$ cat config.mk
export PLATFORM = sky130hd
export DESIGN_NAME = msg_bank_sequencer_flat
export DESIGN_NICKNAME = d
export VERILOG_FILES = /design/src/rtl/msg_bank_sequencer_pkg.sv /design/src/rtl/msg_bank_sequencer_if.sv /design/src/rtl/msg_bank_sequencer_fifo.sv /design/src/rtl/msg_bank_sequencer.sv /design/src/flat_wrapper.sv
export SDC_FILE = /design/constraint.sdc
export NUM_CORES = 1
export LEC_CHECK = 0
export BUFFER_PORTS_ARGS = -buffer_cell sky130_fd_sc_hd__buf_2
export CAP_MARGIN = 20
export CELL_PAD_IN_SITES_DETAIL_PLACEMENT = 1
export CELL_PAD_IN_SITES_GLOBAL_PLACEMENT = 1
export CORE_ASPECT_RATIO = 0.75
export CORE_MARGIN = 2
export CORE_UTILIZATION = 40
export DETAILED_ROUTE_END_ITERATION = 12
export PLACE_DENSITY_LB_ADDON = 0.1
export SLEW_MARGIN = 10
export SYNTH_ARGS = -nofsm -noshare
export SYNTH_HDL_FRONTEND = slang
export SYNTH_SLANG_ARGS = --single-unit
export TNS_END_PERCENT = 5
$ cat constraint.sdc
create_clock -name clk -period 3.5 [get_ports clk]
set_clock_uncertainty 0.1 [all_clocks]
set_input_delay 0 -clock clk [delete_from_list [all_inputs] [get_ports clk]]
set_output_delay 0 -clock clk [all_outputs]
set_load 0.05 [all_outputs]
$ cat src/rtl/msg_bank_sequencer_pkg.sv
// Shared definitions for the message bank sequencer: default widths,
// the output buffer entry and the bank selector type.
package msg_seq_pkg;

    localparam int MSG_DATA_WIDTH = 5;
    localparam int MSG_ADDR_WIDTH = 8;

    // One RAM bank out of two.
    typedef logic bank_t;

    // Output buffer entry: message plus end-of-frame marker.
    typedef struct packed {
        logic [MSG_DATA_WIDTH-1:0] data;
        logic                      last;
    } buf_entry_t;

endpackage

$ cat src/rtl/msg_bank_sequencer_if.sv
// Bus bundle of the message bank sequencer: input stream, output stream
// and the shared single-port RAM interface. The sequencer uses the master
// modport, the surrounding logic (source, sink, RAM) uses the slave modport.
interface msg_bank_sequencer_if
    import msg_seq_pkg::*;
#(
    parameter int DATA_WIDTH = MSG_DATA_WIDTH,
    parameter int ADDR_WIDTH = MSG_ADDR_WIDTH
);

    logic                  in_valid;
    logic                  in_ready;
    logic [DATA_WIDTH-1:0] in_data;
    logic [ADDR_WIDTH-1:0] in_shift;

    logic                  out_valid;
    logic                  out_ready;
    logic [DATA_WIDTH-1:0] out_data;
    logic                  out_last;

    logic [ADDR_WIDTH-1:0] ram_address;
    logic [DATA_WIDTH-1:0] ram_data_in;
    logic                  ram_we;
    logic                  ram_cs;
    logic                  ram_rs;
    logic [DATA_WIDTH-1:0] ram_data_out;

    modport master (
        input  in_valid, in_data, in_shift, out_ready, ram_data_out,
        output in_ready, out_valid, out_data, out_last,
               ram_address, ram_data_in, ram_we, ram_cs, ram_rs
    );

    modport slave (
        output in_valid, in_data, in_shift, out_ready, ram_data_out,
        input  in_ready, out_valid, out_data, out_last,
               ram_address, ram_data_in, ram_we, ram_cs, ram_rs
    );

endinterface

$ cat src/rtl/msg_bank_sequencer_fifo.sv
// Two-entry skid buffer between the RAM read pipeline and the output
// stream. The head entry drives the output directly, so data and the last
// flag stay stable while the consumer stalls.
module msg_skid_fifo
    import msg_seq_pkg::*;
(
    input  logic       clk,
    input  logic       rst_n,
    input  logic       i_push,
    input  buf_entry_t i_entry,
    input  logic       i_ready,
    output logic       o_valid,
    output buf_entry_t o_entry,
    output logic [1:0] o_count
);

    buf_entry_t r_head;
    buf_entry_t r_tail;
    logic [1:0] r_count;
    logic       w_pop;

    assign w_pop   = (r_count != 2'd0) && i_ready;
    assign o_valid = (r_count != 2'd0);
    assign o_entry = r_head;
    assign o_count = r_count;

    // Entry storage and occupancy; the producer never pushes into a full buffer.
    always_ff @(posedge clk) begin
        if (!rst_n) begin
            // NOTE: the two entries are plain registers, so clearing them is
            // cheap and it gives out_data/out_last a defined 0 out of reset.
            r_head  <= '0;
            r_tail  <= '0;
            r_count <= 2'd0;
        end else begin
            case ({i_push, w_pop})
                2'b10: begin
                    if (r_count == 2'd0) r_head <= i_entry;
                    else                 r_tail <= i_entry;
                    r_count <= r_count + 2'd1;
                end
                2'b01: begin
                    r_head  <= r_tail;
                    r_count <= r_count - 2'd1;
                end
                2'b11: begin
                    if (r_count == 2'd1) begin
                        r_head <= i_entry;
                    end else begin
                        r_head <= r_tail;
                        r_tail <= i_entry;
                    end
                end
                default: ;
            endcase
        end
    end

endmodule

$ cat src/rtl/msg_bank_sequencer.sv
// Ping-pong sequencer in front of the two-bank message RAM. Frames are
// written into one bank while the previously completed frame is read out
// of the other; both directions share the RAM's single port, one access
// per cycle, with a turn register splitting the port under contention.
// Optional feature macro: MSG_SEQ_SHIFT_EN enables the per-frame cyclic
// read offset taken from in_shift.
// DATA_WIDTH must equal msg_seq_pkg::MSG_DATA_WIDTH (shared buffer entry).
module msg_bank_sequencer
    import msg_seq_pkg::*;
#(
    parameter int DATA_WIDTH = MSG_DATA_WIDTH,
    parameter int ADDR_WIDTH = MSG_ADDR_WIDTH,
    parameter int FRAME_LEN  = 256
)(
    input  logic                 clk,
    input  logic                 rst_n,
    msg_bank_sequencer_if.master bus
);

    localparam int                    CNT_W    = ADDR_WIDTH + 1;
    localparam logic [ADDR_WIDTH-1:0] LAST_IDX = ADDR_WIDTH'(FRAME_LEN - 1);

    bank_t                 r_wr_bank;
    bank_t                 r_rd_bank;
    logic [ADDR_WIDTH-1:0] r_wr_addr;
    logic [ADDR_WIDTH-1:0] r_rd_cnt;
    logic [1:0]            r_full;
    logic                  r_wr_turn;
    logic                  r_rd_pend;
    logic                  r_rd_pend_last;

    logic                  w_write_wanted;
    logic                  w_read_wanted;
    logic                  w_in_ready;
    logic                  w_wr_hs;
    logic                  w_rd_issue;
    logic                  w_pop;
    logic [1:0]            w_fifo_count;
    logic [2:0]            w_occ;
    logic [ADDR_WIDTH-1:0] w_rd_addr;
    logic [DATA_WIDTH-1:0] w_rd_data;
    logic                  w_out_valid;
    buf_entry_t            w_out_entry;
    buf_entry_t            w_cap_entry;

`ifdef MSG_SEQ_SHIFT_EN
    localparam logic [CNT_W-1:0] FRAME_LEN_W = CNT_W'(FRAME_LEN);

    logic [ADDR_WIDTH-1:0] r_shift [2];
    logic [CNT_W-1:0]      w_sum;

    // Latch the frame's read offset on its first write; out-of-range offsets become 0.
    always_ff @(posedge clk) begin
        if (!rst_n) begin
            r_shift[0] <= '0;
            r_shift[1] <= '0;
        end else if (w_wr_hs && (r_wr_addr == '0)) begin
            r_shift[r_wr_bank] <= (CNT_W'(bus.in_shift) >= FRAME_LEN_W) ? '0 : bus.in_shift;
        end
    end

    // Offset read address, wrapped by a single compare-subtract.
    always_comb begin
        w_sum     = CNT_W'(r_shift[r_rd_bank]) + CNT_W'(r_rd_cnt);
        w_rd_addr = (w_sum >= FRAME_LEN_W) ? ADDR_WIDTH'(w_sum - FRAME_LEN_W)
                                           : ADDR_WIDTH'(w_sum);
    end
`else
    logic w_unused_shift;

    assign w_unused_shift = ^bus.in_shift;
    assign w_rd_addr      = r_rd_cnt;
`endif

    // Buffer room counts the read still in flight and the entry leaving this cycle.
    assign w_pop = w_out_valid && bus.out_ready;
    assign w_occ = {1'b0, w_fifo_count} + {2'b00, r_rd_pend} - {2'b00, w_pop};

    // Port arbitration; rst_n gates both grants so the RAM port idles during reset.
    always_comb begin
        // NOTE: blocking assignments in combinational logic, every output
        // given a value on every path, so no latch can be inferred.
        w_write_wanted = !r_full[r_wr_bank];
        w_read_wanted  = r_full[r_rd_bank] && (w_occ < 3'd2);
        w_in_ready     = rst_n && w_write_wanted && (!w_read_wanted || r_wr_turn);
        w_wr_hs        = w_in_ready && bus.in_valid;
        w_rd_issue     = rst_n && w_read_wanted && !w_wr_hs;
    end

    // RAM port mux: the write handshake wins, otherwise a read, otherwise idle zeros.
    always_comb begin
        bus.ram_cs      = 1'b0;
        bus.ram_we      = 1'b0;
        bus.ram_rs      = 1'b0;
        bus.ram_address = '0;
        bus.ram_data_in = '0;
        if (w_wr_hs) begin
            bus.ram_cs      = 1'b1;
            bus.ram_we      = 1'b1;
            bus.ram_rs      = r_wr_bank;
            bus.ram_address = r_wr_addr;
            bus.ram_data_in = bus.in_data;
        end else if (w_rd_issue) begin
            bus.ram_cs      = 1'b1;
            bus.ram_rs      = r_rd_bank;
            bus.ram_address = w_rd_addr;
        end
    end

    // Bank bookkeeping: counters, full flags, turn register and read pipeline tag.
    always_ff @(posedge clk) begin
        if (!rst_n) begin
            // NOTE: non-blocking assignments for all state so every register
            // samples the pre-edge values regardless of statement order.
            r_wr_bank      <= 1'b0;
            r_rd_bank      <= 1'b0;
            r_wr_addr      <= '0;
            r_rd_cnt       <= '0;
            r_full         <= 2'b00;
            r_wr_turn      <= 1'b1;
            r_rd_pend      <= 1'b0;
            r_rd_pend_last <= 1'b0;
        end else begin
            if (w_wr_hs) begin
                if (r_wr_addr == LAST_IDX) begin
                    r_full[r_wr_bank] <= 1'b1;
                    r_wr_bank         <= ~r_wr_bank;
                    r_wr_addr         <= '0;
                end else begin
                    r_wr_addr <= r_wr_addr + 1'b1;
                end
            end
            if (w_rd_issue) begin
                if (r_rd_cnt == LAST_IDX) begin
                    r_full[r_rd_bank] <= 1'b0;
                    r_rd_bank         <= ~r_rd_bank;
                    r_rd_cnt          <= '0;
                end else begin
                    r_rd_cnt <= r_rd_cnt + 1'b1;
                end
            end
            if (w_write_wanted && w_read_wanted) begin
                r_wr_turn <= ~r_wr_turn;
            end
            r_rd_pend      <= w_rd_issue;
            r_rd_pend_last <= w_rd_issue && (r_rd_cnt == LAST_IDX);
        end
    end

    assign w_rd_data   = bus.ram_data_out;
    assign w_cap_entry = '{data: w_rd_data, last: r_rd_pend_last};

    msg_skid_fifo u_out_fifo (
        .clk     (clk),
        .rst_n   (rst_n),
        .i_push  (r_rd_pend),
        .i_entry (w_cap_entry),
        .i_ready (bus.out_ready),
        .o_valid (w_out_valid),
        .o_entry (w_out_entry),
        .o_count (w_fifo_count)
    );

    assign bus.in_ready  = w_in_ready;
    assign bus.out_valid = w_out_valid;
    assign bus.out_data  = w_out_entry.data;
    assign bus.out_last  = w_out_entry.last;

endmodule

$ cat src/flat_wrapper.sv
// flat-port wrapper written by rule: the top's interface ports become plain ports
module msg_bank_sequencer_flat import msg_seq_pkg::*;
#(
    parameter int DATA_WIDTH = MSG_DATA_WIDTH,
    parameter int ADDR_WIDTH = MSG_ADDR_WIDTH,
    parameter int FRAME_LEN  = 256
)
  (clk, rst_n, bus_in_valid, bus_in_data, bus_in_shift, bus_out_ready, bus_ram_data_out, bus_in_ready, bus_out_valid, bus_out_data, bus_out_last, bus_ram_address, bus_ram_data_in, bus_ram_we, bus_ram_cs, bus_ram_rs);
  msg_bank_sequencer_if #(.DATA_WIDTH(DATA_WIDTH), .ADDR_WIDTH(ADDR_WIDTH)) bus_i ();
  input  logic clk;
  input  logic rst_n;
  input wire logic [$bits(bus_i.in_valid)-1:0] bus_in_valid;
  input wire logic [$bits(bus_i.in_data)-1:0] bus_in_data;
  input wire logic [$bits(bus_i.in_shift)-1:0] bus_in_shift;
  input wire logic [$bits(bus_i.out_ready)-1:0] bus_out_ready;
  input wire logic [$bits(bus_i.ram_data_out)-1:0] bus_ram_data_out;
  output wire logic [$bits(bus_i.in_ready)-1:0] bus_in_ready;
  output wire logic [$bits(bus_i.out_valid)-1:0] bus_out_valid;
  output wire logic [$bits(bus_i.out_data)-1:0] bus_out_data;
  output wire logic [$bits(bus_i.out_last)-1:0] bus_out_last;
  output wire logic [$bits(bus_i.ram_address)-1:0] bus_ram_address;
  output wire logic [$bits(bus_i.ram_data_in)-1:0] bus_ram_data_in;
  output wire logic [$bits(bus_i.ram_we)-1:0] bus_ram_we;
  output wire logic [$bits(bus_i.ram_cs)-1:0] bus_ram_cs;
  output wire logic [$bits(bus_i.ram_rs)-1:0] bus_ram_rs;
  assign bus_i.in_valid = bus_in_valid;
  assign bus_i.in_data = bus_in_data;
  assign bus_i.in_shift = bus_in_shift;
  assign bus_i.out_ready = bus_out_ready;
  assign bus_i.ram_data_out = bus_ram_data_out;
  assign bus_in_ready = bus_i.in_ready;
  assign bus_out_valid = bus_i.out_valid;
  assign bus_out_data = bus_i.out_data;
  assign bus_out_last = bus_i.out_last;
  assign bus_ram_address = bus_i.ram_address;
  assign bus_ram_data_in = bus_i.ram_data_in;
  assign bus_ram_we = bus_i.ram_we;
  assign bus_ram_cs = bus_i.ram_cs;
  assign bus_ram_rs = bus_i.ram_rs;
  msg_bank_sequencer #(.DATA_WIDTH(DATA_WIDTH), .ADDR_WIDTH(ADDR_WIDTH), .FRAME_LEN(FRAME_LEN)) u_core (.clk(clk), .rst_n(rst_n), .bus(bus_i));
endmodule
-- Word level (Yosys, flattened, before mapping)
Index checks and enable logic that the tools add are counted.
- register bits: 37
- logic and storage cells: 93
- add/sub/neg operators: 6
- $lt $le $gt $ge: 5
- equality and inequality tests: 9
- mux-type cells: 30
- bitwise operators: 6
- reductions and logical operators: 24
- operators by type and width (cell ; count):
    $mux W8 ; 4
    $mux W6 ; 4
    $pmux W6 S3 ; 1
    $add A8 B1 Y8 const B ; 2
    $eq A8 B8 Y1 const B ; 2
    $pmux W6 S2 ; 1
    $logic_and A1 B1 Y1 ; 11
    $mux W1 ; 11
    $mux W2 ; 5
    $ne A2 B2 Y1 const B ; 3
    $reduce_and A2 Y1 ; 3
    $reduce_bool A2 Y1 ; 3
    $mux W5 ; 1
    $eq A2 B1 Y1 const B ; 2
    $eq A2 B2 Y1 const B ; 2
    $lt A1 B2 Y1 const B ; 2
    $pmux W2 S2 ; 1
    $add A2 B1 Y3 ; 1
    $logic_not A1 Y1 ; 3
    $lt A3 B2 Y1 const B ; 1
    $not A1 Y1 ; 3
    $reduce_and A3 Y1 ; 1
    $reduce_bool A3 Y1 ; 1
    $sub A3 B1 Y3 ; 1
    other kinds (9) ; 11

-- Longest topological paths before layout
- depth in word-level cells: 14
- gate-level depth with buffers: 13
- mapped depth without buffers: 11

-- Modules after synthesis
A second synthesis with hierarchy kept.
- cell total of the unflattened synthesis: 253
- area total of the unflattened synthesis: 2197.1 um^2
- by module, submodules not included (module ; times used ; cells an instance ; area an instance (um^2) ; sequential area each (um^2)):
    msg_bank_sequencer ; 1 ; 165 ; 1432.6 ; 460.4
    msg_skid_fifo ; 1 ; 88 ; 764.5 ; 280.3

-- Least setup slack after synthesis
Ideal clock, no wire load.
- path kind: reg2out
- from: register u_core.u_out_fifo.r_count[1] (netlist: u_core.u_out_fifo.o_count[1])
- to: output bus_ram_data_in[0]
- arrival: 3.168 ns
- path slack: 0.232 ns
- cell stages (with the launch flop): 13
- path through: dfxtp_1 -> inv_1 -> ha_1 -> nor2b_1 -> ha_1 -> nand2b_1 -> fa_1 -> nand2b_1 -> o311ai_2 -> buf_6 -> inv_1 -> buf_2 -> and3_1
- word-level cells in the longest chain between the ends: 10
- elaborated cells between the ends (all ways): 11
- ends and longest elaborated chain (item ; line ; RTL):
    start, declared ; msg_bank_sequencer_fifo.sv:19 ; logic [1:0] r_count;
    start signal, assigned ; msg_bank_sequencer_fifo.sv:40 ; r_count <= r_count + 2'd1;
    start signal, assigned ; msg_bank_sequencer_fifo.sv:44 ; r_count <= r_count - 2'd1;
    parallel branches: the longest is 2 deep, another holds $add A2 B1 Y3 ; -- ;
    $sub A3 B1 Y3 (*) ; msg_bank_sequencer.sv:77 ; assign w_occ = {1'b0, w_fifo_count} + {2'b00, r_rd_pend} - {2'b00, w_pop};
    $lt A3 B2 Y1 (*) ; msg_bank_sequencer.sv:84 ; w_read_wanted = r_full[r_rd_bank] && (w_occ < 3'd2);
    $logic_and A1 B1 Y1 (*) ; msg_bank_sequencer.sv:84 ;
    $logic_not A1 Y1 (*) ; msg_bank_sequencer.sv:85 ; w_in_ready = rst_n && w_write_wanted && (!w_read_wanted || r_wr_turn);
    $logic_or A1 B1 Y1 (*) ; msg_bank_sequencer.sv:85 ;
    $logic_and A1 B1 Y1 (*) ; msg_bank_sequencer.sv:85 ;
    net bus_in_ready ; flat_wrapper.sv:17 ; output wire logic [$bits(bus_i.in_ready)-1:0] bus_in_ready;
    $logic_and A1 B1 Y1 (*) ; msg_bank_sequencer.sv:86 ; w_wr_hs = w_in_ready && bus.in_valid;
    $mux W5 (*) ; msg_bank_sequencer.sv:97 ; if (w_wr_hs) begin
    end, declared ; flat_wrapper.sv:22 ; output wire logic [$bits(bus_i.ram_data_in)-1:0] bus_ram_data_in;
Mark *: on every way through the listed nets, which the timed path passes.

-- Final worst setup path
- from: register u_core.u_out_fifo.r_count[1] (netlist: u_core.u_out_fifo.o_count[1])
- to: output bus_ram_address[3]
- word-level cells in the longest chain between the ends: 13
- elaborated cells between the ends (all ways): 15
- ends and longest elaborated chain (item ; line ; RTL):
    parallel branches: the longest is 2 deep, another holds $add A2 B1 Y3 ; -- ;
    $sub A3 B1 Y3 (*) ; msg_bank_sequencer.sv:77 ;
    $lt A3 B2 Y1 (*) ; msg_bank_sequencer.sv:84 ;
    $logic_and A1 B1 Y1 (*) ; msg_bank_sequencer.sv:84 ;
    $logic_not A1 Y1 ; msg_bank_sequencer.sv:85 ;
    $logic_or A1 B1 Y1 ; msg_bank_sequencer.sv:85 ;
    $logic_and A1 B1 Y1 ; msg_bank_sequencer.sv:85 ;
    $logic_and A1 B1 Y1 ; msg_bank_sequencer.sv:86 ;
    $logic_not A1 Y1 ; msg_bank_sequencer.sv:87 ; w_rd_issue = rst_n && w_read_wanted && !w_wr_hs;
    $logic_and A1 B1 Y1 ; msg_bank_sequencer.sv:87 ;
    $mux W8 ; msg_bank_sequencer.sv:103 ; end else if (w_rd_issue) begin
    $mux W8 (*) ; msg_bank_sequencer.sv:97 ;
    end, declared ; flat_wrapper.sv:21 ; output wire logic [$bits(bus_i.ram_address)-1:0] bus_ram_address;
Mark *: on every way between the ends.

==> results.json <==
{
  "mostFrequentLayoutCells": "dfxtp_1, buf_2, nor2_1",
  "worstPathMaxFanout": 10,
  "syn_nets": 265,
  "critPathCaptureType": "output pin",
  "die_h_um": 66.2,
  "cts_root_buf": "clkbuf_8",
  "numCtsBuffers": 5,
  "final_common_cell": "dfxtp_1",
  "fin_crit_ns": 3.37,
  "pre_cts_ws_ns": 0.0904,
  "clk_pin_slew_ns": 0.08,
  "worst_pin_slew_ns": 1.09,
  "start_kind": "register",
  "area_growth_pct": 26.7,
  "rrSetupSlack_ns": 0.27,
  "num_vias": 1947,
  "reg2regPathDepth": 13,
  "crit_type": "reg -> out",
  "rows": 22,
  "synthFlopType": "dfxtp_1",
  "wl_per_cell_um": 17.0,
  "fin_crit_sh_pct": 96.3,
  "fin_nets": 311,
  "vias_per_cell": 5.69,
  "ys_top_cells_by_area": "dfxtp_1, mux2i_1, ha_1",
  "globalplace.congestion": 0.743,
  "cts_tree": "built",
  "synth_area_mm2": 0.00207,
  "htreeDepth": 2,
  "slew_headroom_pct": 27.6,
  "grt_max_degree": 32,
  "antenna_found_initial": 0,
  "r2r_end": "u_core.r_wr_addr[7]$_SDFFE_PN0P_",
  "grt-busiest-layer": "met2",
  "synth-async-reset-ratio_pct": 0,
  "pin_count": 46,
  "p_leak_nw": 1.09,
  "finalSetupTns_ns": 0,
  "hold_viol": 0,
  "synth_edf_count": 0,
  "antenna_left": 0,
  "overflow": 0,
  "antenna_cells": 0,
  "status": "finished clean",
  "grt_pass1_vias": 1855,
  "drt-initial-drc-count": 60,
  "grt_pass1_wl_mm": 9.11,
  "clk_path_buf_depth": 2,
  "synthDistinctLibCells": 50,
  "use_met1_pct": 28.7,
  "syn_area_per_cell_um2": 8.79,
  "synth-seq-cells": 37,
  "grt_use_met2_pct": 31.5,
  "cts_sinks": 37,
  "post-route-drc-count": 0,
  "worstReg2RegStart": "u_core.u_out_fifo.o_count[1]$_SDFFE_PN0N_",
  "track_usage_pct": 20.4,
  "cp.arrival_ns": 3.27,
  "initial_core_util_pct": 41.9,
  "endpoint": "bus_ram_address[3]",
  "die_w_um": 87.0,
  "crit_start": "u_core.u_out_fifo.o_count[1]$_SDFFE_PN0N_",
  "fmax_ghz": 0.297,
  "dp_hpwl_mm": 3.90,
  "clk_latency_ns": 0.29,
  "yosysWarnings": 0,
  "drive_above_1_share_pct": 25.5,
  "max-cap-violations": 0,
  "layout_setup_ws_ns": 0.128,
  "drtPass1Iterations": 4,
  "power.density_mw_per_mm2": 428,
  "syn_inst": 235,
  "finalSetupViolations": 0,
  "required_ns": 3.40,
  "finalMaxSlewViolations": 0,
  "ir_drop_v": 0.000256,
  "drt_wl_total_mm": 5.81,
  "io_buffer_count": 37,
  "synth_seq_area_share_pct": 35.9,
  "dieArea_mm2": 0.00576,
  "yosys.area.top_type_share_pct": 35.9,
  "core_mm2": 0.00493,
  "synth_top_cell_by_area": "dfxtp_1",
  "min-delay-path-class": "in -> reg",
  "met3_usage_pct": 3.87
}
[cell families (layout without fill, tap and decap cells)]
group           after synthesis  count (layout)  share of synthesized area [%]
buf+inv                      29              76                           6.24
flops                        37              37                           35.9
fa+ha+maj                     8               8                           5.21
mux                          14              14                           7.51
simple gates                 80              80                           19.1
compound gates               63              63                           24.4
xor+xnor                      4               4                           1.70
[metal layers]
metal	wire length [um]	share of wire, %	up-vias
li1	-	-	967
met5	0	0	-
met1	2990	52	947
met2	2590	44	26
met4	69	1.2	0
met3	162	2.8	7
[flip-flops by register name, summed over array words and instances, names as in the netlist, 2 cells and up]
name	cells
u_core.u_out_fifo.o_count	2
u_core.r_wr_addr	8
u_core.u_out_fifo.o_entry	6
u_core.u_out_fifo.r_tail	6
u_core.r_full	2
u_core.r_rd_cnt	8
[cell usage after synthesis (all sizes together), types with 3 or more instances]
master	number
nand3	13
buf	7
and3	7
xor2	3
a211oi	10
nand4	5
nand2	16
a21oi	9
mux2i	12
and4	3
nor3	4
o21ai	5
inv	11
dfxtp	37
ha	7
nor2	23
a22oi	6
nand2b	4
a22o	9
clkbuf	10
[power breakdown]
group | switching [mW] | internal, mW
logic | 0.155 | 0.0812
clock network | 0.157 | 0.283
registers | 0.0107 | 0.434
[stage by stage]
step	total power [mW]	hold slack [ns]	util, %	instance area (um^2)	instances
after detailed placement	0.666	0.166	46.6	2290	322
after floorplan	0.604	0.0472	-	2070	235
after global placement	0.662	0.153	46.6	2290	322
after global routing	1.17	0.0544	53.1	2620	342
after CTS	1.12	0.0156	51.2	2520	337
final	1.12	0.0403	53.1	2620	342
[layout make-up]
class	instances	area, um^2
Multi-Input combinational cell	169	1230
Clock inverter	3	65.1
Tap cell	60	75.1
Sequential cell	37	742
Clock buffer	5	68.8
Inverter	12	48.8
Fill cell	602	2310
Timing Repair Buffer	56	383
[worst min path at each step]
stage	start	to	depth (start not counted)
floorplan	bus_ram_data_out[0]	u_core.u_out_fifo.r_tail[1]$_SDFFE_PN0P_	2
global placement	bus_ram_data_out[1]	u_core.u_out_fifo.r_tail[2]$_SDFFE_PN0P_	3
finish	rst_n	u_core.r_wr_turn$_SDFFE_PN1P_	2
global route	rst_n	u_core.r_wr_turn$_SDFFE_PN1P_	2
detailed placement	bus_ram_data_out[4]	u_core.u_out_fifo.r_tail[5]$_SDFFE_PN0P_	3
CTS	rst_n	u_core.r_wr_turn$_SDFFE_PN1P_	2
[critical path, cell delays in order, from the launching register on]
cell and delay [ns]:
dfxtp_1 0.37, inv_1 0.10, ha_1 0.23, nor2b_2 0.14
ha_1 0.29, nand2b_4 0.17, fa_2 0.54, nand2b_1 0.11
o311ai_4 0.25, buf_4 0.17, nor2_4 0.05, buf_12 0.14
a22o_1 0.23, buf_4 0.19
[repair_timing]
item	in CTS	in global routing
pin swaps	0	2
setup endpoints to repair	16	16
hold buffers	6	0
gates cloned	0	0
hold endpoints to repair	7	0
setup buffers	1	5
gates resized for setup	11	9
Note: power is estimated with default switching activity, not from simulation.
